==> src/rtl/polar_psum_encoder_if.sv <==
// Handshake bundle for the polar partial-sum encoder: a bit stream in, one encoded frame out.
interface polar_psum_encoder_if #(
  parameter int N = 8
) ();
  logic         bit_in;
  logic         bit_valid;
  logic         bit_ready;
  logic [N-1:0] psum;
  logic         psum_valid;
  logic         psum_ready;

  modport master (
    output bit_in, bit_valid, psum_ready,
    input  bit_ready, psum, psum_valid
  );

  modport slave (
    input  bit_in, bit_valid, psum_ready,
    output bit_ready, psum, psum_valid
  );
endinterface

==> src/rtl/polar_psum_encoder.sv <==
// Collects N decided bits, applies the polar transform in place one butterfly stage
// per cycle, then holds the encoded partial-sum vector until the consumer takes it.
module polar_psum_encoder #(
  parameter int N     = 8,
  parameter int LOG2N = 3
) (
  input  logic                clk,
  input  logic                rst,
  polar_psum_encoder_if.slave bus
);

  typedef enum logic [1:0] {
    COLLECT,
    ENCODE,
    OUTPUT
  } state_t;

  localparam logic [LOG2N-1:0] LAST_CNT = {LOG2N{1'b1}};

  state_t           r_state;
  logic [LOG2N-1:0] r_cnt;
  logic [LOG2N-1:0] r_stage;
  logic [N-1:0]     r_v;
  logic             r_bitReady;
  logic             r_psumValid;
  logic [N-1:0]     w_stageV;

  // One butterfly stage: each bit with stage bit s clear absorbs its partner at j|(1<<s).
  always_comb begin
    w_stageV = r_v;
    for (int s = 0; s < LOG2N; s++) begin
      if (int'(r_stage) == s) begin
        for (int j = 0; j < N; j++) begin
          if (((j >> s) & 1) == 0) begin
            w_stageV[j] = r_v[j] ^ r_v[j | (1 << s)];
          end
        end
      end
    end
  end

  always_ff @(posedge clk) begin
    if (rst) begin
      r_state     <= COLLECT;
      r_cnt       <= '0;
      r_stage     <= '0;
      r_v         <= '0;
      r_bitReady  <= 1'b1;
      r_psumValid <= 1'b0;
    end else begin
      case (r_state)
        COLLECT: begin
          if (bus.bit_valid) begin
            r_v[r_cnt] <= bus.bit_in;
            r_cnt      <= r_cnt + 1'b1;
            if (r_cnt == LAST_CNT) begin
              r_state    <= ENCODE;
              r_stage    <= '0;
              r_bitReady <= 1'b0;
            end
          end
        end
        ENCODE: begin
          r_v     <= w_stageV;
          r_stage <= r_stage + 1'b1;
          if (int'(r_stage) == LOG2N - 1) begin
            r_state     <= OUTPUT;
            r_stage     <= '0;
            r_psumValid <= 1'b1;
          end
        end
        OUTPUT: begin
          if (bus.psum_ready) begin
            r_state     <= COLLECT;
            r_v         <= '0;
            r_psumValid <= 1'b0;
            r_bitReady  <= 1'b1;
          end
        end
        default: begin
          r_state     <= COLLECT;
          r_cnt       <= '0;
          r_stage     <= '0;
          r_v         <= '0;
          r_bitReady  <= 1'b1;
          r_psumValid <= 1'b0;
        end
      endcase
    end
  end

  assign bus.psum       = r_v;
  assign bus.bit_ready  = r_bitReady;
  assign bus.psum_valid = r_psumValid;

endmodule
==> src/flat_wrapper.sv <==
// flat-port wrapper written by rule: the top's interface ports become plain ports
module polar_psum_encoder_flat 
#(
  parameter int N     = 8,
  parameter int LOG2N = 3
)
  (clk, rst, bus_bit_in, bus_bit_valid, bus_psum_ready, bus_bit_ready, bus_psum, bus_psum_valid);
  polar_psum_encoder_if #(.N(N)) bus_i ();
  input  logic clk;
  input  logic rst;
  input wire logic [$bits(bus_i.bit_in)-1:0] bus_bit_in;
  input wire logic [$bits(bus_i.bit_valid)-1:0] bus_bit_valid;
  input wire logic [$bits(bus_i.psum_ready)-1:0] bus_psum_ready;
  output wire logic [$bits(bus_i.bit_ready)-1:0] bus_bit_ready;
  output wire logic [$bits(bus_i.psum)-1:0] bus_psum;
  output wire logic [$bits(bus_i.psum_valid)-1:0] bus_psum_valid;
  assign bus_i.bit_in = bus_bit_in;
  assign bus_i.bit_valid = bus_bit_valid;
  assign bus_i.psum_ready = bus_psum_ready;
  assign bus_bit_ready = bus_i.bit_ready;
  assign bus_psum = bus_i.psum;
  assign bus_psum_valid = bus_i.psum_valid;
  polar_psum_encoder #(.N(N), .LOG2N(LOG2N)) u_core (.clk(clk), .rst(rst), .bus(bus_i));
endmodule
==> config.mk <==
export PLATFORM = sky130hd
export DESIGN_NAME = polar_psum_encoder_flat
export DESIGN_NICKNAME = d
export VERILOG_FILES = /design/src/rtl/polar_psum_encoder_if.sv /design/src/rtl/polar_psum_encoder.sv /design/src/flat_wrapper.sv
export SDC_FILE = /design/constraint.sdc
export NUM_CORES = 1
export LEC_CHECK = 0
export CORE_MARGIN = 1
export CORE_UTILIZATION = 40
export DETAILED_ROUTE_END_ITERATION = 8
export SLEW_MARGIN = 25
export SYNTH_ARGS = -nofsm -noshare
export SYNTH_HDL_FRONTEND = slang
export SYNTH_SLANG_ARGS = --single-unit
==> constraint.sdc <==
create_clock -name clk -period 1.9 [get_ports clk]
set_input_delay 0.57 -clock clk [delete_from_list [all_inputs] [get_ports clk]]
set_output_delay 0.57 -clock clk [all_outputs]
set_load 0.005 [all_outputs]
==> run_results.csv <==
group,metric,value,unit
clock_network,cts_made_buffers,3,
worst_setup_path,path_cells,"clkdlybuf4s50_1",
detailed_routing,vias,1464,
worst_setup_path,critPathLaunch,"u_core.bus.psum[6]$_SDFFE_PP0P_",
worst_setup_path,crit_family,"buffers and inverters",
job,drv_cap,0,
detailed_routing,drt-total-wl,4.00,mm
die,dieArea,3690,µm²
die,die_w,60.8,µm
clock_network,cts_tree,"built",
sta,skew,0.0126,ns
cells_and_area,num_antenna_cells,0,
status,status,"completed",
worst_setup_path,r2r_cells,6,
yosys,synthArstFlopShare,0,
grt,grt_pass1_vias,1392,
worst_setup_path,r2r-start,"u_core.r_state[1]$_SDFFE_PP0P_",
clock_network,clkTransAtPathRegs,0.12,ns
detailed_routing,wl_per_cell,16.0,µm
yosys,syn-num-nets,186,
yosys,synth_edf_count,0,
sta,slew_violations,0,
sta,holdWs,0.473,ns
yosys,ys_seq_elements,18,
worst_setup_path,critical_path_buf_inv_count,1,
sta,setup_tns,0,ns
detailed_routing,drtIter0Drc,76,
clock_network,cts_sinks,18,
worst_setup_path,crit_slowest_cell,"clkdlybuf4s50_1",
sta,hold_viol_final,0,
worst_hold_path,min_path_cells,1,
placement,gp_congestion,0.939,
yosys,yosysWarnings,0,
sta,slew_headroom,0.640,
yosys,syn_avg_cell_area,7.85,µm²
clock_network,h-tree-depth,1,
sta,tightest_slew,0.539,ns
placement,port_buffers,14,
placement,hpwl,2.96,mm
yosys,syn_inst,176,
grt,grt_pass1_wl,6.62,mm
placement,placedCellCount,245,
detailed_routing,first_pass_iters,4,
worst_setup_path,r2r_end,"u_core.bus.psum[0]$_SDFFE_PP0P_",
sta,maxClockFrequency,545,MHz
cells_and_area,finalNonFillerCells,250,
clock_network,clock_latency,0.30,ns
die,core_area,3150,µm²
grt,grt_overflow_total,0,
worst_setup_path,reg2reg_slack,0.07,ns
cells_and_area,layout-drive-gt1-share,0.262,
placement,dpl-instance-area,1700,µm²
worst_setup_path,cp_data_required_time,1.33,ns
worst_hold_path,min_to,"u_core.bus.bit_ready$_SDFFE_PP1P_",
grt,grt_antenna_before_repair,0,
worst_setup_path,setup.worst_path.end_class,"output port",
worst_hold_path,hp-class,"reg2reg",
power,leakage,0.641,nW
power,totalPowerFinal,0.736,mW
worst_setup_path,crit_cells,1,
placement,pre_cts_slack,-0.278,ns
grt,grt_use_total,0.244,
die,ios,15,
clock_network,root_buffer,"clkbuf_4",
detailed_routing,drc,0,
cells_and_area,syn_to_final_growth,29.9,%
sta,fin_crit,1.84,ns
worst_setup_path,critical_path_class,"reg2out",
worst_setup_path,cp_max_fo,9,
cells_and_area,fin_area,1790,µm²
clock_network,clock_path_buffers,2,
detailed_routing,final_antenna_net_count,0,
die,placementRows,20,
worst_setup_path,cp_data_arrival_time,1.27,ns
worst_hold_path,min_from,"u_core.bus.bit_ready$_SDFFE_PP1P_",
yosys,seq_area_frac_synth,0.261,
die,die_h,60.8,µm
detailed_routing,routed_via_density,5.86,
grt,grt_max_degree,17,
yosys,synth-main-ff-cell,"dfxtp_1",
worst_setup_path,cpPeakStageDelay,0.53,ns
yosys,synth_cell_types,46,
power,powerDensity,410,nW/µm²
yosys,netlist_area,1380,µm²
die,initial_core_util,0.438,
cells_and_area,fillers,320,
worst_setup_path,critPathLaunchType,"flop",
sta,finalSetupViolations,0,
sta,finalCritPeriodShare,0.966,
cells_and_area,nets,217,
cells_and_area,post-route-util,0.569,
sta,fin_ws,0.0638,ns
power,ir_worst_vdd,0.356,mV
## cells by family (layout without fill, tap and decap cells)
group / count (synthesis) / in the layout / synth area share
flip-flops: 18 / 18 / 0.261
XOR/XNOR: 1 / 1 / 0.00634
multiplexers: 10 / 10 / 0.0815
AO/OA/AOI/OAI: 56 / 56 / 0.272
AND/OR/NAND/NOR: 67 / 67 / 0.280
buffers and inverters: 19 / 49 / 0.0543
adder cells (fa/ha/maj): 5 / 5 / 0.0453
## flip-flops by register name (all words and copies together), names as in the netlist
signal,flops
u_core.r_stage,3
u_core.bus.psum,8
u_core.bus.psum_valid,1
u_core.r_state,2
u_core.bus.bit_ready,1
u_core.r_cnt,3
## worst reg2reg max path, stage by stage, from the launching register on
cell and delay, ns:
dfxtp_1 0.35, inv_1 0.11, ha_2 0.26, nand2b_1 0.12, a2111oi_4 0.28, or4b_4 0.50
a41oi_2 0.13
## power by group
part           leakage [nW]  internal [mW]  switching, mW
Combinational         0.470         0.0523         0.0502
Sequential            0.149          0.382        0.00639
Clock                0.0210          0.117          0.128
Total                 0.641          0.551          0.184
## synth_stat cells (5+ instances only)
library cell | instances | area [µm²]
dfxtp_1 | 18 | 360
nand2_1 | 13 | 48.8
a21oi_1 | 11 | 55.1
nor2_1 | 10 | 37.5
mux2_2 | 9 | 101
o21ai_0 | 9 | 45.0
a211oi_1 | 8 | 60.1
clkbuf_1 | 8 | 30.0
inv_1 | 7 | 26.3
nand2b_1 | 6 | 37.5
nand3b_1 | 6 | 45.0
nor3b_1 | 6 | 45.0
a31oi_1 | 5 | 31.3
ha_1 | 5 | 62.6
## worst max-delay path by stage
stage / to
floorplan: u_core.bus.psum[0]$_SDFFE_PP0P_
global placement: u_core.bus.psum[0]$_SDFFE_PP0P_
detailed placement: u_core.bus.psum[0]$_SDFFE_PP0P_
CTS: bus_psum[1]
global route: u_core.bus.psum[0]$_SDFFE_PP0P_
finish: bus_psum[6]
## area by class of cell
class	instances	area [µm²]	area share
Tap cell	44	55.1	0.0307
Inverter	7	26.3	0.0146
Clock buffer	4	36.3	0.0202
Sequential cell	18	372	0.207
Multi-Input combinational cell	139	982	0.547
Timing Repair Buffer	38	323	0.180
## metal layers
metal | track usage | routed length [µm]
met3 | 0.0426 | 168
met4 | 0.0812 | 66
met2 | 0.394 | 1850
met5 | 0 | 0
met1 | 0.328 | 1910
## placed cells by master, fill, tap and decap left out, types with 4 or more instances in the layout
cell type and n:
mux2_2 9, buf_4 24, clkdlybuf4s50_1 13, dfxtp_2 6, dfxtp_1 11, nand2_1 13
o22ai_1 4, nor3_1 4, nor2_1 10, a21oi_1 11, nor3b_1 6, a31oi_1 5
inv_1 7, o21ai_0 9, nand2b_1 6, nand3b_1 6, a211oi_1 8
## timing repair
| action | 4_1_cts | 5_1_grt |
|---|---|---|
| pin swaps | 0 | 1 |
| gates resized for setup | 6 | 10 |
| setup endpoints to repair | 6 | 6 |
| hold buffers | 0 | 0 |
| setup buffers | 0 | 1 |
No activity file was read; power rests on OpenSTA's default activity.
